[src/rtl/sao_apply.sv]
// SAO apply engine: classifies each pixel of a window (edge offset or band
// offset) in stage 1, then adds the selected offset and clips in stage 2.
// One parameter set is latched per CTU and stays fixed until the CTU drains.
//
// state  | meaning
// -------+-----------------------------------------------------------
// IDLE   | waiting for a CTU parameter handshake; param_ready high
// ACTIVE | accepting windows until the in_last handshake
// DRAIN  | no new windows; waiting for the last window to leave stage 2
module sao_apply #(
   parameter int bit_depth         = 8,
   parameter int org_window_width  = 4,
   parameter int org_window_height = 2,
   parameter int offset_len        = 4,
   parameter int n_category        = 4
) (
   input  logic                                   clk,
   input  logic                                   arst_n,
   input  logic                                   param_valid,
   output logic                                   param_ready,
   input  logic [2:0]                             sao_type_i,
   input  logic [n_category-1:0][offset_len-1:0]  offset_i,
   input  logic [4:0]                             band_pos_i,
   input  logic                                   in_valid,
   output logic                                   in_ready,
   input  logic                                   in_last,
   input  logic [3:0]                             edge_i,
   input  logic [org_window_height+1:0][org_window_width+1:0][bit_depth-1:0] rec_in,
   output logic                                   out_valid,
   input  logic                                   out_ready,
   output logic                                   out_last,
   output logic [org_window_width*org_window_height-1:0][bit_depth-1:0] sao_out,
   output logic                                   busy
);

   localparam int W  = org_window_width;
   localparam int H  = org_window_height;
   localparam int NP = W * H;

   localparam logic [1:0] st_idle   = 2'd0;
   localparam logic [1:0] st_active = 2'd1;
   localparam logic [1:0] st_drain  = 2'd2;

   logic [1:0]                            state;
   logic [1:0]                            state_nxt;
   logic [2:0]                            type_q;
   logic [n_category-1:0][offset_len-1:0] off_q;
   logic [4:0]                            band_pos_q;

   logic                                  s1_valid;
   logic                                  s1_last;
   logic [NP-1:0][bit_depth-1:0]          s1_pix;
   logic [NP-1:0][1:0]                    s1_cat;
   logic [NP-1:0]                         s1_hit;

   logic [NP-1:0][bit_depth-1:0]          pix_d;
   logic [NP-1:0][1:0]                    cat_d;
   logic [NP-1:0]                         hit_d;
   logic [NP-1:0][bit_depth-1:0]          res_d;

   logic in_fire, out_fire, s1_ready, s2_ready;
   logic is_eo, is_bo;
   logic [1:0] eo_cls;

   assign s2_ready    = !out_valid || out_ready;
   assign s1_ready    = !s1_valid || s2_ready;
   assign in_ready    = (state == st_active) && s1_ready;
   assign in_fire     = in_valid && in_ready;
   assign out_fire    = out_valid && out_ready;
   assign param_ready = (state == st_idle);
   assign busy        = (state != st_idle);

   // types 1..4 are EO classes 0..3; 5 is BO; 0, 6, 7 leave pixels alone
   assign is_eo  = (type_q >= 3'd1) && (type_q <= 3'd4);
   assign is_bo  = (type_q == 3'd5);
   assign eo_cls = type_q[1:0] - 2'd1;

   for (genvar r = 0; r < H; r++) begin : g_row
      for (genvar c = 0; c < W; c++) begin : g_col
         localparam int   p         = r * W + c;
         localparam logic top_row   = (r == 0);
         localparam logic bot_row   = (r == H - 1);
         localparam logic left_col  = (c == 0);
         localparam logic right_col = (c == W - 1);

         logic [3:0][bit_depth-1:0] na;
         logic [3:0][bit_depth-1:0] nb;
         logic [3:0]                blk;
         logic [bit_depth-1:0]      cen, a, b;
         logic signed [2:0]         sa, sb, s;
         logic [4:0]                k;
         logic [1:0]                cat;
         logic                      hit;
         logic [bit_depth+1:0]      off_ext, sum;
         logic [bit_depth-1:0]      res;

         // neighbour pairs per EO class in padded-window coordinates
         assign cen   = rec_in[r+1][c+1];
         assign na[0] = rec_in[r+1][c];
         assign nb[0] = rec_in[r+1][c+2];
         assign na[1] = rec_in[r][c+1];
         assign nb[1] = rec_in[r+2][c+1];
         assign na[2] = rec_in[r][c];
         assign nb[2] = rec_in[r+2][c+2];
         assign na[3] = rec_in[r][c+2];
         assign nb[3] = rec_in[r+2][c];

         // a neighbour outside the picture disables EO for this pixel;
         // diagonal neighbours are lost if either their row or column is out
         assign blk[0] = (left_col & edge_i[3]) | (right_col & edge_i[2]);
         assign blk[1] = (top_row & edge_i[1]) | (bot_row & edge_i[0]);
         assign blk[2] = (top_row & edge_i[1]) | (left_col & edge_i[3]) |
                         (bot_row & edge_i[0]) | (right_col & edge_i[2]);
         assign blk[3] = (top_row & edge_i[1]) | (right_col & edge_i[2]) |
                         (bot_row & edge_i[0]) | (left_col & edge_i[3]);

         // stage-1 classification: category index and whether to apply it
         always_comb begin
            a   = na[eo_cls];
            b   = nb[eo_cls];
            sa  = (cen > a) ? 3'sd1 : ((cen < a) ? -3'sd1 : 3'sd0);
            sb  = (cen > b) ? 3'sd1 : ((cen < b) ? -3'sd1 : 3'sd0);
            s   = sa + sb;
            k   = cen[bit_depth-1 -: 5] - band_pos_q;
            cat = 2'd0;
            hit = 1'b0;
            if (is_eo && !blk[eo_cls]) begin
               case (s)
                  -3'sd2:  begin cat = 2'd0; hit = 1'b1; end
                  -3'sd1:  begin cat = 2'd1; hit = 1'b1; end
                  3'sd1:   begin cat = 2'd2; hit = 1'b1; end
                  3'sd2:   begin cat = 2'd3; hit = 1'b1; end
                  default: begin cat = 2'd0; hit = 1'b0; end
               endcase
            end else if (is_bo && (k < 5'd4)) begin
               cat = k[1:0];
               hit = 1'b1;
            end
         end

         assign pix_d[p] = cen;
         assign cat_d[p] = cat;
         assign hit_d[p] = hit;

         // stage-2 offset add in bit_depth+2 bits, then clip to the sample range
         always_comb begin
            off_ext = {{(bit_depth + 2 - offset_len){off_q[s1_cat[p]][offset_len-1]}},
                       off_q[s1_cat[p]]};
            sum     = {2'b00, s1_pix[p]} + (s1_hit[p] ? off_ext : '0);
            if (sum[bit_depth+1])
               res = '0;
            else if (sum[bit_depth])
               res = '1;
            else
               res = sum[bit_depth-1:0];
         end

         assign res_d[p] = res;
      end
   end

   // CTU sequencing: one parameter set per CTU, drain before the next
   always_comb begin
      state_nxt = state;
      case (state)
         st_idle:   if (param_valid)          state_nxt = st_active;
         st_active: if (in_fire && in_last)   state_nxt = st_drain;
         st_drain:  if (out_fire && out_last) state_nxt = st_idle;
         default:                             state_nxt = st_idle;
      endcase
   end

   // state register
   always_ff @(posedge clk or negedge arst_n) begin
      if (!arst_n) state <= st_idle;
      else         state <= state_nxt;
   end

   // CTU parameters, captured only on the IDLE handshake
   always_ff @(posedge clk or negedge arst_n) begin
      if (!arst_n) begin
         type_q     <= '0;
         off_q      <= '0;
         band_pos_q <= '0;
      end else if ((state == st_idle) && param_valid) begin
         type_q     <= sao_type_i;
         off_q      <= offset_i;
         band_pos_q <= band_pos_i;
      end
   end

   // stage 1 register: centre pixels with their category decisions
   always_ff @(posedge clk or negedge arst_n) begin
      if (!arst_n) begin
         s1_valid <= 1'b0;
         s1_last  <= 1'b0;
         s1_pix   <= '0;
         s1_cat   <= '0;
         s1_hit   <= '0;
      end else if (s1_ready) begin
         s1_valid <= in_fire;
         if (in_fire) begin
            s1_pix  <= pix_d;
            s1_cat  <= cat_d;
            s1_hit  <= hit_d;
            s1_last <= in_last;
         end
      end
   end

   // stage 2 register doubles as the output; it holds while downstream stalls
   always_ff @(posedge clk or negedge arst_n) begin
      if (!arst_n) begin
         out_valid <= 1'b0;
         out_last  <= 1'b0;
         sao_out   <= '0;
      end else if (s2_ready) begin
         out_valid <= s1_valid;
         if (s1_valid) begin
            sao_out  <= res_d;
            out_last <= s1_last;
         end
      end
   end

endmodule

[config.mk]
export PLATFORM = sky130hd
export DESIGN_NAME = sao_apply
export DESIGN_NICKNAME = d
export VERILOG_FILES = /design/src/rtl/sao_apply.sv
export SDC_FILE = /design/constraint.sdc
export NUM_CORES = 1
export LEC_CHECK = 0
export BUFFER_PORTS_ARGS = -buffer_cell sky130_fd_sc_hd__buf_2
export CAP_MARGIN = 10
export CORE_MARGIN = 2
export CORE_UTILIZATION = 61
export DETAILED_ROUTE_END_ITERATION = 10
export PLACE_DENSITY_LB_ADDON = 0.3
export SETUP_SLACK_MARGIN = 0.05
export SLEW_MARGIN = 20
export SYNTH_ARGS = -nofsm -noshare
export SYNTH_HDL_FRONTEND = slang
export SYNTH_SLANG_ARGS = --single-unit
[constraint.sdc]
create_clock -name clk -period 6.9 [get_ports clk]
set_input_delay 1.035 -clock clk [delete_from_list [all_inputs] [get_ports clk]]
set_output_delay 1.035 -clock clk [all_outputs]
set_load 0.02 [all_outputs]
Yosys cells after proc, flatten, opt, wreduce, memory -nomap -nowiden:

Cells that the tools add are included.

* RAM bits: 0
* memories: 0
* word-level logic and storage cells: 366
* memory bits (read-only): 0
* latch bits: 0
* flip-flop bits (word level): 182
* output and inout bits: 69

* magnitude comparators: 51
* mux-type cells: 168
* equality and inequality tests: 38
* divide/modulo/power cells: 0
* add/subtract/negate cells: 25
* bitwise gates (word level): 4
* shifts and indexed selects: 0
* reduce and logical (&&, ||, !) cells: 44
* multiply operators: 0

Operators with widths (count)
* $bmux 8 s2: 16
* $mux 8: 32
* $gt 8x8->1: 16
* $lt 8x8->1: 16
* $mux 3: 32
* $add 8x10->10: 8
* $mux 10: 8
* $bmux 4 s2: 8
* $pmux 2 s3: 9
* $eq 3x3->1 const B: 17
* $lt 5x3->1 const B: 8
* $sub 5x5->5: 8
* $mux 2: 19
* $mux 4: 8
* $reduce_or 4->1: 8
* $mux 1: 30
* $lt 2x3->1 const B: 9
* $add 3x3->3: 8
* $eq 3x1->1 const B: 8
* $eq 3x2->1 const B: 8
* $logic_and 1x1->1: 21
* $bmux 1 s2: 6
* $logic_not 1->1: 8
* $ne 2x2->1 const B: 2
* other kinds (12): 17

Depth between registers and ports, before layout:

Gate-level depths: netlist of the first run.

* depth in word-level cells: 11
* mapped depth: 23
* mapped depth without buffers: 18

Worst setup path before layout of the first run:

Ideal clock, no wire load.

* path type: register -> register
* start: reg type_q[0]
* end: reg s1_hit[7]
* data arrival time: 4425 ps
* library setup time: 125 ps
* cell stages (with the launch flop): 23
* slack: 2350 ps
* path buffers: 5
* cell sequence: dfrtp_1 buf_2 inv_1 ha_1 clkbuf_1 buf_2 buf_1 buf_1 mux4_2 inv_1 ha_1 nor2b_1 o21ai_0 nand2b_1 a21oi_1 o21ai_0 nand2_1 ha_1 inv_1 fa_1 xnor2_1 o21ai_0 mux2_2

* word-level cells in the longest chain between the ends: 11

RTL lines
* start, declared: RTL line 46 `logic [2:0] type_q;`
* start signal, assigned: RTL line 186 `type_q <= sao_type_i;`
* $sub 2x1->2: RTL line 76 `assign eo_cls = type_q[1:0] - 2'd1;`
* $bmux 8 s2 (on tied branches): RTL line 119, 120
* $mux 8 (on tied branches): RTL line 119, 120
* $lt 8x8->1 (on tied branches): RTL line 121, 122
* $mux 3 (on tied branches) (2 in a row): RTL line 121, 122
* $add 3x3->3: RTL line 123 `s = sa + sb;`
* $eq 3x2->1, or another cell as far along: RTL line 128 `case (s)`
* $reduce_or 4->1 (no line)
* $mux 1: RTL line 128
* $mux 1 (*): RTL line 127 `if (is_eo && !blk[eo_cls]) begin`
* end signal, assigned: RTL line 205 `s1_hit <= hit_d;`
* end, declared: RTL line 54 `logic [NP-1:0] s1_hit;`

Mark *: on every way between the ends. The rest lies on a longest branch, timed or not. The select of a mux whose other input is x is not followed.
A chain may end at the register's enable or synchronous reset.

Worst setup path in the final report of the first run:

* start: reg type_q[0]
* end: reg s1_hit[6]

The elaborated chain is that of the path after synthesis.

==> flow_metrics.py, run 1 <==
metrics = {
    "critical_path": {
        "rr_worst_depth": 17,
        "cp-end-kind": "register",
        "cp.required_ps": 7220,
        "cp-start-kind": "register",
        "worst-path-max-fanout": 34,
        "worstSetupPathType": "register to register",
        "cp_data_arrival_time_ps": 5730,
    },
    "detailed_routing": {
        "dr.pass1.iters": 5,
        "drtIter0Drc": 1507,
        "via_count": 17874,
        "remaining_drc_errors": 0,
        "via_per_inst": 6.363,
        "ant_nets": 0,
        "postRouteWirelength_microns": 60610,
        "wl_per_cell_microns": 21.58,
    },
    "clocking": {
        "htree_levels": 4,
        "cts_root_buf": "clkbuf_16",
        "cts_hold_buffers": 0,
        "clk_pin_slew_ps": 80,
        "cts_setup_buffers": 0,
        "worst_skew_pair.late_latency_ps": 450,
        "clockBufferDepth": 2,
        "cts_made_buffers": 17,
        "cts.sinks": 182,
        "cts_tree": "yes",
        "cts_resized": 0,
    },
    "pwr": {
        "worst_ir_drop_vdd_mv": 0.1906,
        "p_comb_share_pct": 20.8,
        "p_sw_share_pct": 29.04,
        "p_int_mw": 1.901,
        "power-per-cell-area_mw_per_mm2": 119.9,
        "p_leak_nw": 11.41,
        "seqPwrFrac_pct": 39.8,
        "clkPwrFrac_pct": 39.4,
        "switching_power_uw": 777.8,
    },
    "placed_design": {
        "port_buffers": 294,
        "place_ws_ps": 1527,
        "place_inst": 2777,
        "gp_congestion": 0.9791,
        "dpl.hpwl_microns": 47540,
        "placed_area_sq_mm": 0.02171,
    },
    "synth": {
        "syn_nets": 2615,
        "synth_xor_area_share_pct": 4.746,
        "synth_top_area_share_pct": 22.85,
        "synth_edf_count": 0,
        "synth.ff_latch_count": 182,
        "netlist_instances": 2115,
        "synth_top_family_by_area": "multiplexers",
        "synth_warnings": 0,
        "synth-main-ff-cell": "dfrtp_1",
        "ys_types": 70,
        "ys_top_cells_by_area": "dfrtp_1 23%, mux4_2 16%, ha_1 15%, nand2_1 5.0%, inv_1 4.2%",
        "synth_fa_ha_area_share_pct": 18.41,
        "synthArstFlopShare_pct": 100.0,
        "yosysTopAreaCell": "dfrtp_1",
        "synth-compound-area-share_pct": 15.44,
        "syn_avg_cell_area_sq_um": 9.423,
        "synth_seq_area_share_pct": 22.85,
        "synthMuxAreaShare_pct": 19.59,
        "synthSimpleGateAreaFrac_pct": 12.75,
        "synthesis.area_sq_mm": 0.01993,
    },
    "layout": {
        "final_cell_area_sq_mm": 0.02234,
        "instances_no_fill": 2809,
        "drive_gt1_share_pct": 22.90,
        "num_antenna_cells": 0,
        "num-nets-final": 2854,
        "n_fill_cell": 2645,
        "syn2layout_area_growth_pct": 12.09,
    },
    "floorplanning": {
        "rows": 66,
        "initial_core_util_pct": 61.56,
        "die_y_microns": 184.8,
        "core_area_sq_mm": 0.03237,
        "dieArea_sq_mm": 0.03413,
        "pin_count": 295,
        "die_w_microns": 184.8,
    },
    "hold_path": {
        "hold_depth": 1,
        "hold_path_class": "register to register",
    },
    "global_route": {
        "grt_pass1_vias": 17807,
        "grt_pass1_wl_microns": 94630,
        "grtUsageTotal_pct": 36.28,
        "antenna_found_initial": 3,
        "grt-ovfl-total": 0,
        "grt_max_degree": 76,
    },
    "timing": {
        "final.setup.tns_ps": 0,
        "fmax_mhz": 185.0,
        "rsz0062_at_grt": "no",
        "fin_ws_ps": 1493,
        "tightest_slew_ps": 930.9,
        "fin_crit_sh_pct": 78.36,
        "skew_ps": 13.57,
        "whs_ps": 473.5,
        "slew_viol_final": 0,
        "slew_headroom_pct": 37.94,
        "setup_viol": 0,
        "min_period_ps": 5407,
        "hold_viol": 0,
    },
    "outcome": {
        "status": "finished clean",
    },
    "flow_run": {
        "maxCapViolations": 0,
    },
}
cell usage in the layout (no fill, tap or decap), drive strengths merged, types with 18 or more instances in the layout:
cell | netlist | routed
clkbuf | 48 | 20
buf | 41 | 309
a21o | 65 | 65
inv | 222 | 225
nand2b | 29 | 29
o21a | 26 | 26
nand4 | 37 | 37
nor2 | 106 | 106
nand2 | 265 | 265
xor2 | 35 | 35
fa | 32 | 32
mux2 | 34 | 34
mux4 | 149 | 149
a21oi | 120 | 120
nand3 | 18 | 18
nor2b | 30 | 30
o21ai | 149 | 149
o211ai | 23 | 23
and2 | 27 | 27
dfrtp | 182 | 182
xnor2 | 73 | 73
ha | 242 | 242
critical path, stage by stage, from the launching register on:
cell      delay [ps]
dfrtp_4          740
inv_1            190
ha_4             680
buf_12           310
mux4_2           580
ha_1             210
nor2b_1          140
o21ai_0          110
nand2b_1          90
a21oi_1           80
o21ai_0          640
nand2_1          190
ha_1             270
inv_1             70
fa_1             470
xor2_1           190
a21oi_1          180
o21ai_0          100
layout make-up:
cell class / instances / area (sq um) / area share, %
Clock buffer: 20 / 456.7 / 2.044
Clock inverter: 12 / 167.7 / 0.7505
Inverter: 222 / 833.3 / 3.730
Multi-Input combinational cell: 1622 / 14150 / 63.36
Sequential cell: 182 / 4558 / 20.40
Tap cell: 442 / 553.0 / 2.476
Timing Repair Buffer: 309 / 1615 / 7.231
registers in the layout (all words and copies together) (netlist names):
register,cells
state,2
s1_hit,8
out_valid,1
sao_out,64
band_pos_q,5
s1_cat,16
out_last,1
s1_last,1
s1_pix,64
off_q,16
s1_valid,1
type_q,3
routing by layer:
metal,part of all wire [%],up-vias,wire length (microns),GRT usage (%)
met4,6.5,4,3930,21.87
li1,-,8083,-,-
met2,45,942,27480,58.05
met1,39,8593,23470,45.10
met5,0.031,-,19,0
met3,9.4,252,5711,8.042
synthesized netlist by cell type (7+ instances only):
library cell  instances
o21bai_1              8
nand2_1             265
ha_1                242
mux2_2               34
a21o_1               65
dfrtp_1             182
a31oi_1              13
o21ai_1              10
and2_1               25
a221o_1               7
xor2_1               35
a21oi_1             120
o21a_1               26
nor3_1               15
nor2b_1              30
fa_1                 32
o221ai_1              8
a211oi_1             10
nand2b_1             29
nor2_1              106
o211ai_1             22
buf_2                21
nand3_1              18
mux4_2              145
inv_1               221
o21ai_0             139
buf_1                14
xnor2_1              73
nand4_1              37
clkbuf_1             48
mux2i_1              15
kinds of logic after synthesis:
family	count (synthesis)
multiplexers	198
flip-flops	182
buffers and inverters	311
XOR/XNOR	108
AND/OR/NAND/NOR	556
adder cells (fa/ha/maj)	274
AO/OA/AOI/OAI	486
power by group through the flow:
stage	clock network [mW]	registers [mW]	logic, mW
floorplan	0	1.09	0.297
global placement	0	1.09	0.516
detailed placement	0	1.09	0.541
CTS	1.06	1.07	0.545
global route	1.10	1.07	0.603
finish	1.06	1.07	0.557
final timing paths:
path	from	endpoint	slack [ps]
max	type_q[0]	s1_hit[6]	1490
min	sao_out[52]	sao_out[52]	470
max reg2reg	type_q[0]	s1_hit[6]	1490
min reg2reg	sao_out[52]	sao_out[52]	470
max in group asynchronous	arst_n	sao_out[6]	4940
min in group asynchronous	arst_n	sao_out[44]	550
per-stage QoR:
stage / total power [mW] / util [%]
global route: 2.771 / 69.01
CTS: 2.675 / 69.01
floorplan: 1.384 / -
detailed placement: 1.628 / 67.08
finish: 2.678 / 69.01
global placement: 1.603 / 67.08
(Power assumes the default switching activity.)
==> run 2: changes to the inputs <==
CORE_UTILIZATION = 60   (was 61)
clock period = 5.1 ns   (was 6.9 ns; I/O delays follow)
==> flow_metrics.py, run 2 (same netlist as run 1, synthesis figures left out) <==
metrics = {
    "timing": {
        "skew_ps": 12.05,
        "fin_crit_sh_pct": 90.99,
        "fmax_mhz": 215.5,
        "tightest_slew_ps": 1057,
        "final.setup.tns_ps": 0,
        "slew_headroom_pct": 29.53,
        "hold_viol": 0,
        "min_period_ps": 4641,
        "setup_viol": 0,
        "rsz0062_at_grt": "no",
        "slew_viol_final": 0,
    },
    "critical_path": {
        "worst-path-max-fanout": 39,
        "cpPeakStageDelay_ps": 630,
        "cp-start-kind": "register",
        "worstSetupPathType": "register to register",
        "cp_num_buf_inv": 3,
        "cpMaxStageDelayCell": "o21ai_0",
        "r2r_slack_ps": 460,
        "cp_data_arrival_time_ps": 4990,
        "cpMostUsedCell": "o21ai_0",
        "cp-end-kind": "register",
        "crit_chain": "inv_1, ha_4, buf_12, mux4_2, ha_1, nor2b_1, o21ai_0, nand2b_1, a21oi_1, o21ai_0, nand2_1, ha_1, inv_1, fa_1, xnor2_1, a31oi_1, o21ai_0, o21a_1",
        "cp.required_ps": 5450,
        "critPathTopFamily": "adder cells",
    },
    "pwr": {
        "clkPwrFrac_pct": 37.9,
        "switching_power_mw": 1.106,
        "seqPwrFrac_pct": 40.6,
        "p_leak_nw": 11.42,
        "p_comb_share_pct": 21.5,
        "p_int_mw": 2.444,
        "p_sw_share_pct": 31.16,
        "worst_ir_drop_vdd_mv": 0.2684,
        "power-per-cell-area_mw_per_mm2": 158.9,
    },
    "global_route": {
        "grtUsageTotal_pct": 36.47,
        "grt_pass1_wl_microns": 96020,
        "grt_pass1_vias": 17739,
        "grt-ovfl-total": 0,
        "antenna_found_initial": 0,
        "grt_max_degree": 133,
    },
    "floorplanning": {
        "die_y_microns": 186.3,
        "die_w_microns": 186.3,
        "rows": 66,
        "initial_core_util_pct": 61.10,
        "dieArea_sq_mm": 0.03469,
        "pin_count": 295,
        "core_area_sq_mm": 0.03262,
    },
    "clocking": {
        "cts_resized": 0,
        "cts_setup_buffers": 0,
        "cts_tree": "yes",
        "cts_made_buffers": 17,
        "cts.sinks": 182,
        "cts_hold_buffers": 0,
        "clk_pin_slew_ps": 80,
        "clockBufferDepth": 2,
        "cts_root_buf": "clkbuf_16",
        "htree_levels": 4,
        "worst_skew_pair.late_latency_ps": 470,
    },
    "layout": {
        "instances_no_fill": 2812,
        "mostFrequentLayoutCell": "buf_2",
        "syn2layout_area_growth_pct": 12.09,
        "n_fill_cell": 2606,
        "num-nets-final": 2856,
        "layout_common_cells": "293 x buf_2, 263 x nand2_1, 241 x ha_1",
        "largestRegisters": "s1_pix (64), sao_out (64)",
        "drive_gt1_share_pct": 23.01,
    },
    "placed_design": {
        "port_buffers": 294,
        "place_inst": 2779,
        "dpl.hpwl_microns": 48030,
        "gp_congestion": 0.9569,
    },
    "flow_run": {
        "maxCapViolations": 0,
    },
    "detailed_routing": {
        "wl_per_cell_microns": 21.76,
        "dr.pass1.iters": 6,
        "remaining_drc_errors": 0,
        "ant_nets": 0,
        "via_per_inst": 6.391,
        "postRouteWirelength_microns": 61190,
        "via_count": 17972,
        "drtIter0Drc": 1613,
    },
    "hold_path": {
        "hold_path_class": "primary input to async pin",
    },
    "outcome": {
        "status": "finished clean",
    },
}
==> run 2: cell count changes in the layout (fill, tap and decap cells not counted), moves of 2 or more <==
cell,before,now
buf_12,2,4
bufinv_16,3,0
clkinv_4,3,1
inv_6,1,7
==> run 2: cell type report <==
type / count / area (sq um) / share of cell area [%]
Timing Repair Buffer: 311 / 1655 / 7.411
Sequential cell: 182 / 4558 / 20.41
Tap cell: 442 / 553.0 / 2.476
Clock inverter: 13 / 127.6 / 0.5713
Clock buffer: 19 / 452.9 / 2.028
Multi-Input combinational cell: 1622 / 14150 / 63.37
Antenna cell: 1 / 2.502 / 0.01120
Inverter: 222 / 833.3 / 3.730
==> run 2: path summary, 6_finish.rpt <==
| check | to | cells past startpoint | from |
|---|---|---|---|
| hold / removal | s1_pix[22] | 1 | arst_n |
| setup / recovery | s1_cat[3] | 18 | type_q[0] |
| setup reg to reg | s1_cat[3] | 18 | type_q[0] |
| hold reg to reg | out_last | 2 | s1_last |
| min in group clk | out_last | 2 | s1_last |
| max in group asynchronous | sao_out[3] | 2 | arst_n |
==> run 2: metrics by stage <==
stage | instance area [sq um] | total power [mW] | hold slack, ps | worst slack [ps] | utilization (%)
2_1_floorplan | 19930 | 1.872 | 438.6 | 550.0 | -
3_3_place_gp | 21750 | 2.179 | 452.7 | 628.3 | 66.69
3_5_place_dp | 21750 | 2.212 | 456.1 | 506.4 | 66.69
4_1_cts | 22340 | 3.550 | 375.4 | 498.0 | 68.47
5_1_grt | 22340 | 3.689 | 400.4 | 249.7 | 68.47
6_report | 22340 | 3.550 | 342.9 | 459.3 | 68.48
==> run 2: power groups by stage <==
stage | combinational [mW] | sequential (mW) | clock (mW)
finish | 0.762 | 1.44 | 1.35
global route | 0.829 | 1.44 | 1.42
CTS | 0.745 | 1.44 | 1.36
detailed placement | 0.741 | 1.47 | 0
global placement | 0.709 | 1.47 | 0
floorplan | 0.402 | 1.47 | 0
==> run 2: per-layer routing <==
metal	vias up	global-route usage (%)	part of all wire, %
met5	-	0	0
met4	0	21.20	5.9
met3	224	6.406	9.1
met2	988	57.89	46
met1	8670	47.26	39
li1	8090	-	-
==> run 2: worst reg2reg max path: stages (launching register included) <==
cell	delay (ps)
dfrtp_4	430
inv_1	90
ha_4	360
buf_12	280
mux4_2	600
ha_1	210
nor2b_1	90
o21ai_0	90
nand2b_1	80
a21oi_1	90
o21ai_0	630
nand2_1	200
ha_1	270
inv_1	80
fa_1	470
xnor2_1	160
a31oi_1	170
o21ai_0	120
o21a_1	110
